--- config.mk ---
export PLATFORM = sky130hd
export DESIGN_NAME = frame_seq_ctrl
export DESIGN_NICKNAME = d
export VERILOG_FILES = /design/src/rtl/edge_det_pkg.sv /design/src/rtl/activity_timer.sv /design/src/rtl/frame_seq_ctrl.sv
export SDC_FILE = /design/constraint.sdc
export NUM_CORES = 1
export LEC_CHECK = 0
export CORE_ASPECT_RATIO = 1.2
export CORE_MARGIN = 2
export CORE_UTILIZATION = 33
export CTS_CLUSTER_SIZE = 20
export DETAILED_ROUTE_END_ITERATION = 16
export PLACE_DENSITY = 0.51
export SYNTH_ARGS = -nofsm -noshare
export SYNTH_HDL_FRONTEND = slang
export SYNTH_SLANG_ARGS = --single-unit
export TNS_END_PERCENT = 1
--- constraint.sdc ---
create_clock -name sys_clk -period 3 [get_ports sys_clk]
set_input_delay 0.6 -clock sys_clk [delete_from_list [all_inputs] [get_ports sys_clk]]
set_output_delay 0.6 -clock sys_clk [all_outputs]
set_load 0.1 [all_outputs]
--- src/rtl/edge_det_pkg.sv ---
// Shared encodings for the frame sequencer: FSM states and UART command codes.
package edge_det_pkg;

  typedef enum logic [2:0] {
    IDLE   = 3'd0,
    CMD    = 3'd1,
    THR    = 3'd2,
    STREAM = 3'd3,
    DRAIN  = 3'd4
  } state_t;

  localparam logic [7:0] CMD_SET_THR = 8'h01;
  localparam logic [7:0] CMD_FRAME   = 8'h02;

endpackage

--- src/rtl/activity_timer.sv ---
// Idle-cycle watchdog: counts cycles while run is high, restarts on clear.
// Latency: expire rises TIMEOUT_CYC cycles after the last clear, stays high while run.
// Backpressure: none; pure counter, expire is held until clear or run drops.
module activity_timer #(
  parameter int TIMEOUT_CYC = 50_000_000
) (
  input  logic clk,
  input  logic rst_n,
  input  logic clear,
  input  logic run,
  output logic expire
);

  localparam int TW = $clog2(TIMEOUT_CYC + 1);
  localparam logic [TW-1:0] LIMIT = TW'(TIMEOUT_CYC);

  logic [TW-1:0] cnt;

  always_ff @(posedge clk or negedge rst_n) begin
    if (!rst_n) begin
      cnt <= '0;
    end else if (clear) begin
      cnt <= '0;
    end else if (run && cnt != LIMIT) begin
      cnt <= cnt + 1'b1;
    end
  end

  assign expire = run && (cnt == LIMIT);

endmodule

--- src/rtl/frame_seq_ctrl.sv ---
// UART command parser and pixel gate in front of the Sobel datapath; optional watchdog FRAME_SEQ_WATCHDOG_EN.
// Latency: pix_valid/pix_data one cycle after rx_valid; frame_done one cycle after the final sobel_flag.
// Backpressure: none; bytes arriving while draining are dropped with an err pulse.
module frame_seq_ctrl
  import edge_det_pkg::*;
#(
  parameter int         IMG_W       = 100,
  parameter int         IMG_H       = 100,
  parameter logic [7:0] SYNC_BYTE   = 8'h55,
  parameter logic [7:0] THR_DEFAULT = 8'd128,
  parameter int         TIMEOUT_CYC = 50_000_000
) (
  input  logic       sys_clk,
  input  logic       sys_rst_n,
  input  logic [7:0] rx_data,
  input  logic       rx_valid,
  input  logic       sobel_flag,
  output logic [7:0] pix_data,
  output logic       pix_valid,
  output logic [7:0] threshold,
  output logic       busy,
  output logic       frame_done,
  output logic       err
);

  localparam int CW = $clog2(IMG_W * IMG_H + 1);
  localparam logic [CW-1:0] LAST_IN = CW'(IMG_W * IMG_H - 1);
  localparam logic [CW-1:0] N_OUT   = CW'((IMG_W - 2) * (IMG_H - 2));

  state_t          state, state_nxt;
  logic [CW-1:0]   in_cnt, in_cnt_nxt;
  logic [CW-1:0]   out_cnt, out_cnt_nxt;
  logic [7:0]      thr_nxt, pix_data_nxt;
  logic            pix_valid_nxt, frame_done_nxt, err_nxt;
  logic            expire;

  assign busy = (state == STREAM) || (state == DRAIN);

  always_comb begin
    state_nxt      = state;
    in_cnt_nxt     = in_cnt;
    out_cnt_nxt    = out_cnt;
    thr_nxt        = threshold;
    pix_data_nxt   = pix_data;
    pix_valid_nxt  = 1'b0;
    frame_done_nxt = 1'b0;
    err_nxt        = 1'b0;

    // Output count saturates so a flag racing the last input byte cannot overshoot.
    if (busy && sobel_flag && out_cnt != N_OUT) begin
      out_cnt_nxt = out_cnt + 1'b1;
    end

    case (state)
      IDLE: begin
        if (rx_valid && rx_data == SYNC_BYTE) state_nxt = CMD;
      end
      CMD: begin
        if (rx_valid) begin
          case (rx_data)
            CMD_SET_THR: state_nxt = THR;
            CMD_FRAME: begin
              state_nxt   = STREAM;
              in_cnt_nxt  = '0;
              out_cnt_nxt = '0;
            end
            default: begin
              state_nxt = IDLE;
              err_nxt   = 1'b1;
            end
          endcase
        end
      end
      THR: begin
        if (rx_valid) begin
          thr_nxt   = rx_data;
          state_nxt = IDLE;
        end
      end
      STREAM: begin
        if (rx_valid) begin
          pix_data_nxt  = rx_data;
          pix_valid_nxt = 1'b1;
          in_cnt_nxt    = in_cnt + 1'b1;
          if (in_cnt == LAST_IN) state_nxt = DRAIN;
        end
      end
      DRAIN: begin
        if (out_cnt_nxt == N_OUT) begin
          state_nxt      = IDLE;
          frame_done_nxt = 1'b1;
        end else if (rx_valid) begin
          err_nxt = 1'b1;
        end
      end
      default: state_nxt = IDLE;
    endcase

    // A completing frame wins over a simultaneous timeout so the two pulses never overlap.
    if (expire && !frame_done_nxt) begin
      state_nxt     = IDLE;
      pix_valid_nxt = 1'b0;
      err_nxt       = 1'b1;
    end
  end

  always_ff @(posedge sys_clk or negedge sys_rst_n) begin
    if (!sys_rst_n) begin
      state      <= IDLE;
      in_cnt     <= '0;
      out_cnt    <= '0;
      pix_data   <= 8'd0;
      pix_valid  <= 1'b0;
      threshold  <= THR_DEFAULT;
      frame_done <= 1'b0;
      err        <= 1'b0;
    end else begin
      state      <= state_nxt;
      in_cnt     <= in_cnt_nxt;
      out_cnt    <= out_cnt_nxt;
      pix_data   <= pix_data_nxt;
      pix_valid  <= pix_valid_nxt;
      threshold  <= thr_nxt;
      frame_done <= frame_done_nxt;
      err        <= err_nxt;
    end
  end

`ifdef FRAME_SEQ_WATCHDOG_EN
  activity_timer #(
    .TIMEOUT_CYC (TIMEOUT_CYC)
  ) u_activity_timer (
    .clk    (sys_clk),
    .rst_n  (sys_rst_n),
    .clear  (rx_valid | sobel_flag),
    .run    (busy),
    .expire (expire)
  );
`else
  assign expire = 1'b0;
`endif

endmodule

==> flow_metrics.env, run 1 <==
export IMPL_nNetsFinal=328
export IMPL_critPathKind="reg -> reg"
export IMPL_path_cells="and3b_1 -> o2111ai_1 -> nor2_1 -> nand3_1 -> a22oi_1 -> a41oi_1"
export IMPL_stdcell_count=406
export IMPL_ys_seq_elements=50
export IMPL_cts_setup_buffers=0
export IMPL_ys_seq_area_share_pct=46.8
export IMPL_grt_antenna_before_repair=0
export IMPL_cp_arrival_ps=2510
export IMPL_rows=35
export IMPL_hpwlAfterDp_um=4190
export IMPL_tns_ps=0
export IMPL_synth_top_area_share_pct=45.8
export IMPL_hold_path_class="in -> async"
export IMPL_synthesis_instances=278
export IMPL_period_minus_slack_ps=2350
export IMPL_coreArea_sq_um=7790
export IMPL_syn_avg_cell_area_sq_um=9.62
export IMPL_cts_buffer_depth=2
export IMPL_cts_root_buf="clkbuf_8"
export IMPL_crit_family="compound AO/OA/AOI/OAI gates"
export IMPL_avgViaCountPerCell=5.09
export IMPL_initial_utilization_pct=34.3
export IMPL_ant_nets=0
export IMPL_die_y_um=103
export IMPL_clock_sinks=50
export IMPL_fp_dieW_um=86.2
export IMPL_clkLatencyLatePin_ps=300
export IMPL_async_flop_share_pct=100
export IMPL_syn_to_final_growth_pct=18.6
export IMPL_worst_setup_path_start_kind="register"
export IMPL_post_route_period_util_pct=78.4
export IMPL_slowest_stage="dfrtp_1"
export IMPL_rsz0062_at_grt="false"
export IMPL_grt_ovfl_total=0
export IMPL_timing_hold_ws_ps=322
export IMPL_grt_pass1_wl_um=9630
export IMPL_setup_violations=0
export IMPL_design_area_sq_um=3170
export IMPL_drive_above_1_share_pct=18.5
export IMPL_layout_commonest_cell="dfrtp_1"
export IMPL_cts_resized=0
export IMPL_slew_violations=0
export IMPL_grtUsageMet1_pct=17.2
export IMPL_gp_congestion=0.761
export IMPL_busiest_layer="met2"
export IMPL_dp_cells=398
export IMPL_final_hold_violation_count=0
export IMPL_cts_tree="built"
export IMPL_ys_top_cells_by_area="dfrtp_1 46%, nor2_1 5.8%, nand2_1 5.6%, xor2_1 5.2%, mux2_2 3.4%"
export IMPL_leakagePower_uw=0.00146
export IMPL_syn_area_sq_um=2680
export IMPL_synth_edf_count=0
export IMPL_fin_skew_ps=10.5
export IMPL_final_cell_mix="49 x dfrtp_1, 41 x nor2_1, 40 x nand2_1, 27 x buf_4"
export IMPL_end_kind="register"
export IMPL_fmaxAchievable_mhz=425
export IMPL_routed_wirelength_um=5730
export IMPL_slowest_delay_ps=610
export IMPL_grt_usage_pct=13.8
export IMPL_crit_fanout=12
export IMPL_drt_iter0_markers=87
export IMPL_vias=2066
export IMPL_wl_per_cell_um=14.1
export IMPL_grtUsageMet3_pct=2.96
export IMPL_synth_top_area_cell="dfrtp_1"
export IMPL_fillCellCount=812
export IMPL_synth_warnings=0
export IMPL_use_met2_pct=24.3
export IMPL_max_slew_margin_pct=55.7
export IMPL_grt_pass1_vias=1975
export IMPL_placed_cell_area_sq_um=3060
export IMPL_cap_violations=0
export IMPL_clkTransAtPathRegs_ps=100
export IMPL_crit_buf_inv=0
export IMPL_grt_max_degree=30
export IMPL_antenna_cells=0
export IMPL_tightest_slew_ps=665
export IMPL_p_per_area_nw_per_um2=472
export IMPL_synth_flop_cell="dfrtp_1"
export IMPL_cts_buffers_inserted=5
export IMPL_postCtsHoldBufs=0
export IMPL_drcViolationCount=0
export IMPL_status="finished, final reports clean"
export IMPL_synth_distinct_cells=51
export IMPL_syn_nets=293
export IMPL_cp_required_ps=3150
export IMPL_port_buffer_count=31
export IMPL_io_pins=32
export IMPL_max_vdd_ir_drop_uv=218
export IMPL_htreeDepth=2
export IMPL_drtPass1Iterations=4
export IMPL_die_area_sq_um=8850
## stage by stage
| stage | setup slack (ps) | util (%) | total power, uW |
|---|---|---|---|
| after floorplan | 904 | - | 956 |
| after global placement | 407 | 39.3 | 1040 |
| after detailed placement | 328 | 39.3 | 1040 |
| after CTS | 572 | 40.7 | 1520 |
| after global routing | 382 | 40.7 | 1570 |
| final | 648 | 40.7 | 1500 |
## cells by family (layout without fill, tap and decap cells)
group / Yosys count / count (layout) / synth area share (%)
AO/OA/AOI/OAI: 30 / 30 / 9.17
XOR/XNOR: 26 / 26 / 8.51
adder cells (fa/ha/maj): 3 / 3 / 1.40
buffers and inverters: 16 / 52 / 2.39
flip-flops: 50 / 50 / 46.8
multiplexers: 9 / 9 / 3.74
AND/OR/NAND/NOR: 144 / 144 / 28.0
## final cells by class
cell class | count | area, sq um | area share, %
tap | 92 | 115 | 3.63
timing repair buffer | 38 | 308 | 9.70
multi-input combinational | 212 | 1360 | 43.0
inverter | 6 | 22.5 | 0.710
sequential | 50 | 1250 | 39.5
clock inverter | 2 | 37.5 | 1.18
clock buffer | 6 | 72.6 | 2.29
## final timing paths
kind	start	to	slack, ps	cells past startpoint
worst max-delay path	state[1]	state[2]	650	6
worst min-delay path	sys_rst_n	frame_done	320	1
worst max register to register	state[1]	state[2]	650	6
worst min register to register	pix_data[2]	pix_data[2]	480	2
max in group asynchronous	sys_rst_n	out_cnt[10]	2040	2
min in group sys_clk	pix_data[2]	pix_data[2]	480	2
## registers in the layout, summed over array words and instances (netlist names)
name and cells:
err 1, frame_done 1, in_cnt 14, out_cnt 14, pix_data 8, pix_valid 1
state 3, threshold 8
## worst reg2reg max path, cell delays in order, from the launching register on
cell and delay (ps):
dfrtp_1 610, and3b_1 370, o2111ai_1 320, nor2_1 300, nand3_1 120, a22oi_1 290
a41oi_1 180
## power by group
part | switching (uW) | internal (uW) | leakage (uW)
Combinational | 200 | 83.2 | 0.000732
Clock | 227 | 249 | 0.0000514
Sequential | 36.8 | 702 | 0.000682
Total | 464 | 1030 | 0.00146
## routing by layer
layer | vias to the layer above | share of wire [%]
li1 | 1026 | -
met3 | 5 | 3.3
met1 | 1007 | 46
met4 | 0 | 1.1
met5 | - | 0
met2 | 28 | 50
## Yosys cell counts (all sizes together) (3+ instances only)
cell,number
a21o,3
a21oi,6
a31oi,4
and2,3
and3,5
and4,4
buf,3
clkbuf,7
dfrtp,49
ha,3
inv,6
mux2,8
nand2,40
nand2b,5
nand3,16
nand4,5
nor2,41
nor2b,3
nor3,8
nor4,4
o21ai,4
xnor2,10
xor2,16
(Power assumes the default switching activity.)
==> inputs of run 2 (changes only) <==
--- a/config.mk
+++ b/config.mk
@@ -10,7 +10,7 @@
 export CORE_UTILIZATION = 33
 export CTS_CLUSTER_SIZE = 20
 export DETAILED_ROUTE_END_ITERATION = 16
-export PLACE_DENSITY = 0.51
+export PLACE_DENSITY = 0.53
 export SYNTH_ARGS = -nofsm -noshare
 export SYNTH_HDL_FRONTEND = slang
 export SYNTH_SLANG_ARGS = --single-unit
==> constraint.sdc (replaced) <==
create_clock -name sys_clk -period 2.15 [get_ports sys_clk]
set_input_delay 0.43 -clock sys_clk [delete_from_list [all_inputs] [get_ports sys_clk]]
set_output_delay 0.43 -clock sys_clk [all_outputs]
set_load 0.1 [all_outputs]
==> run 2 against run 1 <==
  * Critical path depth decreased by 2
  * Clock power increased by 11%
  * Non-clock buffer count increased by 33
  * Setup slack got worse by 570 ps
  * Register-to-register slack got worse by 570 ps
  * Final cell count increased by 8.1%
  * Clock-buffer cell count increased by 2
  * Largest cell class unchanged
  * Highest routed layer unchanged
==> flow_metrics.env, run 2 (same netlist as run 1, synthesis figures left out) <==
export IMPL_fin_skew_ps=4.09
export IMPL_postCtsHoldBufs=0
export IMPL_max_vdd_ir_drop_uv=296
export IMPL_drt_iter0_markers=58
export IMPL_grt_pass1_wl_um=10300
export IMPL_crit_buf_inv=2
export IMPL_gp_congestion=0.847
export IMPL_hold_path_class="in -> async"
export IMPL_r2r_end="state[1]"
export IMPL_grt_max_degree=32
export IMPL_cts_buffer_depth=2
export IMPL_syn_to_final_growth_pct=28.3
export IMPL_ant_nets=0
export IMPL_final_cell_mix="58 x buf_4, 49 x dfrtp_1, 41 x nor2_1, 40 x nand2_1"
export IMPL_status="finished, final reports clean"
export IMPL_nNetsFinal=361
export IMPL_critPathKind="reg -> out"
export IMPL_setup_violations=0
export IMPL_grt_antenna_before_repair=0
export IMPL_crit_fanout=5
export IMPL_slew_violations=0
export IMPL_drive_above_1_share_pct=26.2
export IMPL_die_y_um=103
export IMPL_p_per_area_nw_per_um2=587
export IMPL_cts_root_buf="clkbuf_8"
export IMPL_slowest_stage="dfrtp_1"
export IMPL_r2r_worst_path_cells=6
export IMPL_wl_per_cell_um=13.9
export IMPL_placed_cell_area_sq_um=3310
export IMPL_design_area_sq_um=3430
export IMPL_grt_pass1_vias=2118
export IMPL_cts_tree="built"
export IMPL_post_route_period_util_pct=96.3
export IMPL_cts_buffers_inserted=5
export IMPL_fin_total_pwr_uw=2010
export IMPL_leakagePower_uw=0.00163
export IMPL_vias=2198
export IMPL_slowest_delay_ps=430
export IMPL_tns_ps=0
export IMPL_die_area_sq_um=8850
export IMPL_drcViolationCount=0
export IMPL_grt_ovfl_total=0
export IMPL_rrSetupSlack_ps=80
export IMPL_htreeDepth=2
export IMPL_largestRegisters="in_cnt (14), out_cnt (14)"
export IMPL_path_cells="and3b_2 -> buf_4 -> or2_2 -> buf_12"
export IMPL_period_minus_slack_ps=2070
export IMPL_coreArea_sq_um=7790
export IMPL_max_slew_margin_pct=67.3
export IMPL_timing_hold_ws_ps=78.9
export IMPL_cp_arrival_ps=1640
export IMPL_rows=35
export IMPL_r2r_start="in_cnt[6]"
export IMPL_worst_setup_path_start_kind="register"
export IMPL_clkLatencyLatePin_ps=300
export IMPL_clock_sinks=50
export IMPL_io_pins=32
export IMPL_initial_utilization_pct=34.3
export IMPL_end_kind="output pin"
export IMPL_cp_required_ps=1720
export IMPL_layout_commonest_cell="buf_4"
export IMPL_fmaxAchievable_mhz=483
export IMPL_antenna_cells=0
export IMPL_grt_usage_pct=14.8
export IMPL_drtPass1Iterations=4
export IMPL_final_hold_violation_count=0
export IMPL_avgViaCountPerCell=5.01
export IMPL_hpwlAfterDp_um=4540
export IMPL_routed_wirelength_um=6110
export IMPL_port_buffer_count=31
export IMPL_cap_violations=0
export IMPL_crit_family="simple AND/OR/NAND/NOR gates"
export IMPL_fp_dieW_um=86.2
export IMPL_tightest_slew_ps=490
export IMPL_clkTransAtPathRegs_ps=90
==> run 2: layout make-up <==
class	instances	area, sq um
fillers	767	4360
multi-input cells	212	1380
flip-flops and latches	50	1250
repair buffers	71	581
well taps	92	115
clock buffers	8	80.1
inverters	6	22.5
==> run 2: power breakdown <==
| group | switching, uW | internal, uW |
|---|---|---|
| combinational | 317 | 156 |
| sequential | 31.6 | 980 |
| clock | 297 | 232 |
==> run 2: routing by layer <==
layer / routed length (um) / part of all wire [%] / global-route usage, % / vias to the layer above
met3: 246 / 4.0 / 3.20 / 5
met5: 0 / 0 / 0 / -
met4: 70 / 1.1 / 4.21 / 0
met2: 2970 / 49 / 24.9 / 43
li1: - / - / - / 1101
met1: 2820 / 46 / 19.3 / 1049
==> run 2: worst max-delay path by stage <==
stage,start,to,slack [ps],cells past startpoint
after global placement,rx_data[3],in_cnt[5],-140,8
after global routing,in_cnt[6],state[1],-6,6
after detailed placement,rx_data[3],in_cnt[9],-180,9
after floorplan,in_cnt[7],state[0],180,6
final,state[1],busy,80,4
after CTS,in_cnt[11],state[0],2,6
==> run 2: through the flow <==
step                      cells  utilization (%)  setup slack [ps]
after floorplan             278                -               176
after global placement      428             42.5              -143
after detailed placement    428             42.5              -177
after CTS                   436             43.5              2.11
after global routing        439             44.0             -5.74
final                       439             44.0              79.3
==> run 2: repair_timing <==
item,CTS,global route
pin swaps,1,3
hold endpoints to repair,0,0
setup buffers,0,3
endpoints found under the setup margin,1,3
resized for setup,0,3
==> inputs of run 3 (changes only) <==
--- a/config.mk
+++ b/config.mk
@@ -10,7 +10,7 @@
 export CORE_UTILIZATION = 33
 export CTS_CLUSTER_SIZE = 20
 export DETAILED_ROUTE_END_ITERATION = 16
-export PLACE_DENSITY = 0.53
+export DONT_BUFFER_PORTS = 1
 export SYNTH_ARGS = -nofsm -noshare
 export SYNTH_HDL_FRONTEND = slang
 export SYNTH_SLANG_ARGS = --single-unit
==> constraint.sdc (replaced) <==
create_clock -name sys_clk -period 2.15 [get_ports sys_clk]
set_input_delay 0.215 -clock sys_clk [delete_from_list [all_inputs] [get_ports sys_clk]]
set_output_delay 0.215 -clock sys_clk [all_outputs]
set_load 0.1 [all_outputs]
==> run 3 against run 2 <==
  * Setup slack gained 7.8 ps
  * Clock power increased by 10%
  * Non-clock buffer count decreased by 38
  * Final cell count decreased by 8.7%
  * First-iteration DRC count up 120%
  * Global-route usage decreased by 1.1 points
  * Power shrank 0.41%
  * Critical path type is now reg -> reg
  * Design area shrank 8.5%
  * Sequential power increased by 9%
==> flow_metrics.env, run 3 (same netlist as run 1, synthesis figures left out) <==
export IMPL_cts_root_buf="clkbuf_8"
export IMPL_grt_ovfl_total=0
export IMPL_vias=2077
export IMPL_fillCellCount=769
export IMPL_p_per_area_nw_per_um2=639
export IMPL_max_vdd_ir_drop_uv=390
export IMPL_hpwlAfterDp_um=4100
export IMPL_drive_above_1_share_pct=20.7
export IMPL_antenna_cells=0
export IMPL_fmaxAchievable_mhz=485
export IMPL_io_pins=32
export IMPL_holdCritStartpoint="rx_data[6]"
export IMPL_drtPass1Iterations=4
export IMPL_rows=35
export IMPL_utilization_pct=40.3
export IMPL_tns_ps=0
export IMPL_nNetsFinal=323
export IMPL_hold_path_class="in -> reg"
export IMPL_cts_tree="built"
export IMPL_cts_buffer_depth=2
export IMPL_layout_commonest_cell="dfrtp_1"
export IMPL_critPathKind="reg -> reg"
export IMPL_die_area_sq_um=8850
export IMPL_clkLatencyLatePin_ps=310
export IMPL_r2r_worst_path_cells=6
export IMPL_tightest_slew_ps=896
export IMPL_slew_violations=0
export IMPL_holdPathStages=2
export IMPL_rsz0062_at_grt="true"
export IMPL_ant_nets=0
export IMPL_gp_congestion=0.850
export IMPL_clock_sinks=50
export IMPL_htreeDepth=2
export IMPL_drcViolationCount=0
export IMPL_crit_fanout=4
export IMPL_cp_required_ps=2400
export IMPL_post_route_period_util_pct=96.0
export IMPL_period_minus_slack_ps=2060
export IMPL_final_hold_violation_count=0
export IMPL_grt_usage_pct=13.7
export IMPL_clkTransAtPathRegs_ps=100
export IMPL_status="finished, final reports clean"
export IMPL_die_y_um=103
export IMPL_final_cell_mix="49 x dfrtp_1, 41 x nor2_1, 40 x nand2_1, 30 x buf_4"
export IMPL_crit_start="in_cnt[6]"
export IMPL_fin_total_pwr_uw=2000
export IMPL_largestRegisters="in_cnt (14), out_cnt (14)"
export IMPL_fp_dieW_um=86.2
export IMPL_end_kind="register"
export IMPL_wl_per_cell_um=14.2
export IMPL_routed_wirelength_um=5700
export IMPL_leakagePower_uw=0.00145
export IMPL_max_slew_margin_pct=40.3
export IMPL_cp_arrival_ps=2320
export IMPL_port_buffer_count=0
export IMPL_r2r_start="in_cnt[6]"
export IMPL_grt_pass1_wl_um=9660
export IMPL_syn_to_final_growth_pct=17.3
export IMPL_cap_violations=0
export IMPL_grt_antenna_before_repair=0
export IMPL_grt_pass1_vias=2081
export IMPL_cts_buffers_inserted=5
export IMPL_worst_setup_path_start_kind="register"
export IMPL_drt_iter0_markers=125
export IMPL_grt_max_degree=51
export IMPL_fin_skew_ps=12.4
export IMPL_setup_violations=0
export IMPL_initial_utilization_pct=34.3
export IMPL_avgViaCountPerCell=5.18
export IMPL_cts_setup_buffers=0
export IMPL_coreArea_sq_um=7790
run 3: changes by cell type in the layout (fill, tap and decap cells not counted), sizes merged:
cell / before / now
clkinvlp: 0 / 1
clkdlybuf4s50: 10 / 0
buf: 61 / 31
clkbuf: 8 / 6
dlygate4sd3: 0 / 2
clkinv: 0 / 1
run 3: through the flow:
stage,instances,setup slack [ps],area (sq um),hold slack [ps]
finish,401,87.1,3140,6.44
global route,401,-64.4,3140,9.59
CTS,401,70.0,3120,0.728
detailed placement,390,91.1,2980,-79.4
global placement,390,133,2980,-79.3
floorplan,278,176,2680,-80.6
run 3: where the power goes:
group          total (uW)  switching (uW)  leakage (uW)  internal [uW]
registers            1100             121      0.000682            979
clock network         581             321     0.0000472            259
logic                 324             208      0.000723            116
total                2000             651       0.00145           1350
run 3: final timing paths:
kind | to | slack (ps)
hold reg to reg | pix_data[5] | 490
hold / removal | pix_data[6] | 6
min in group asynchronous | frame_done | 410
setup reg to reg | state[0] | 90
setup / recovery | state[0] | 90
max in group asynchronous | threshold[7] | 1450
run 3: repair_timing:
item / CTS / global route
gates resized for setup: 0 / 3
hold endpoints to repair: 51 / 0
hold buffers: 3 / 0
endpoints found under the setup margin: 0 / 6
run 3: final cells by class:
cell class,instances,area (sq um),share of cell area (%)
multi-input combinational,212,1380,44.0
sequential,50,1250,39.9
inverter,6,22.5,0.718
clock buffer,6,82.6,2.63
tap,92,115,3.67
clock inverter,2,12.5,0.399
timing repair buffer,33,273,8.69
run 3: critical path, stage by stage, from the launching register on:
cell and delay (ps):
dfrtp_1 420, or4_4 550, nor4_4 320, a2bb2oi_2 180
a21oi_2 90, a2111oi_2 330, a21o_1 120
run 3: metal layers:
layer	up-vias	track usage, %	wire length, um
li1	1024	-	-
met2	53	23.7	2850
met4	0	3.97	36
met3	4	4.00	329
met1	996	16.8	2480
met5	-	0	0
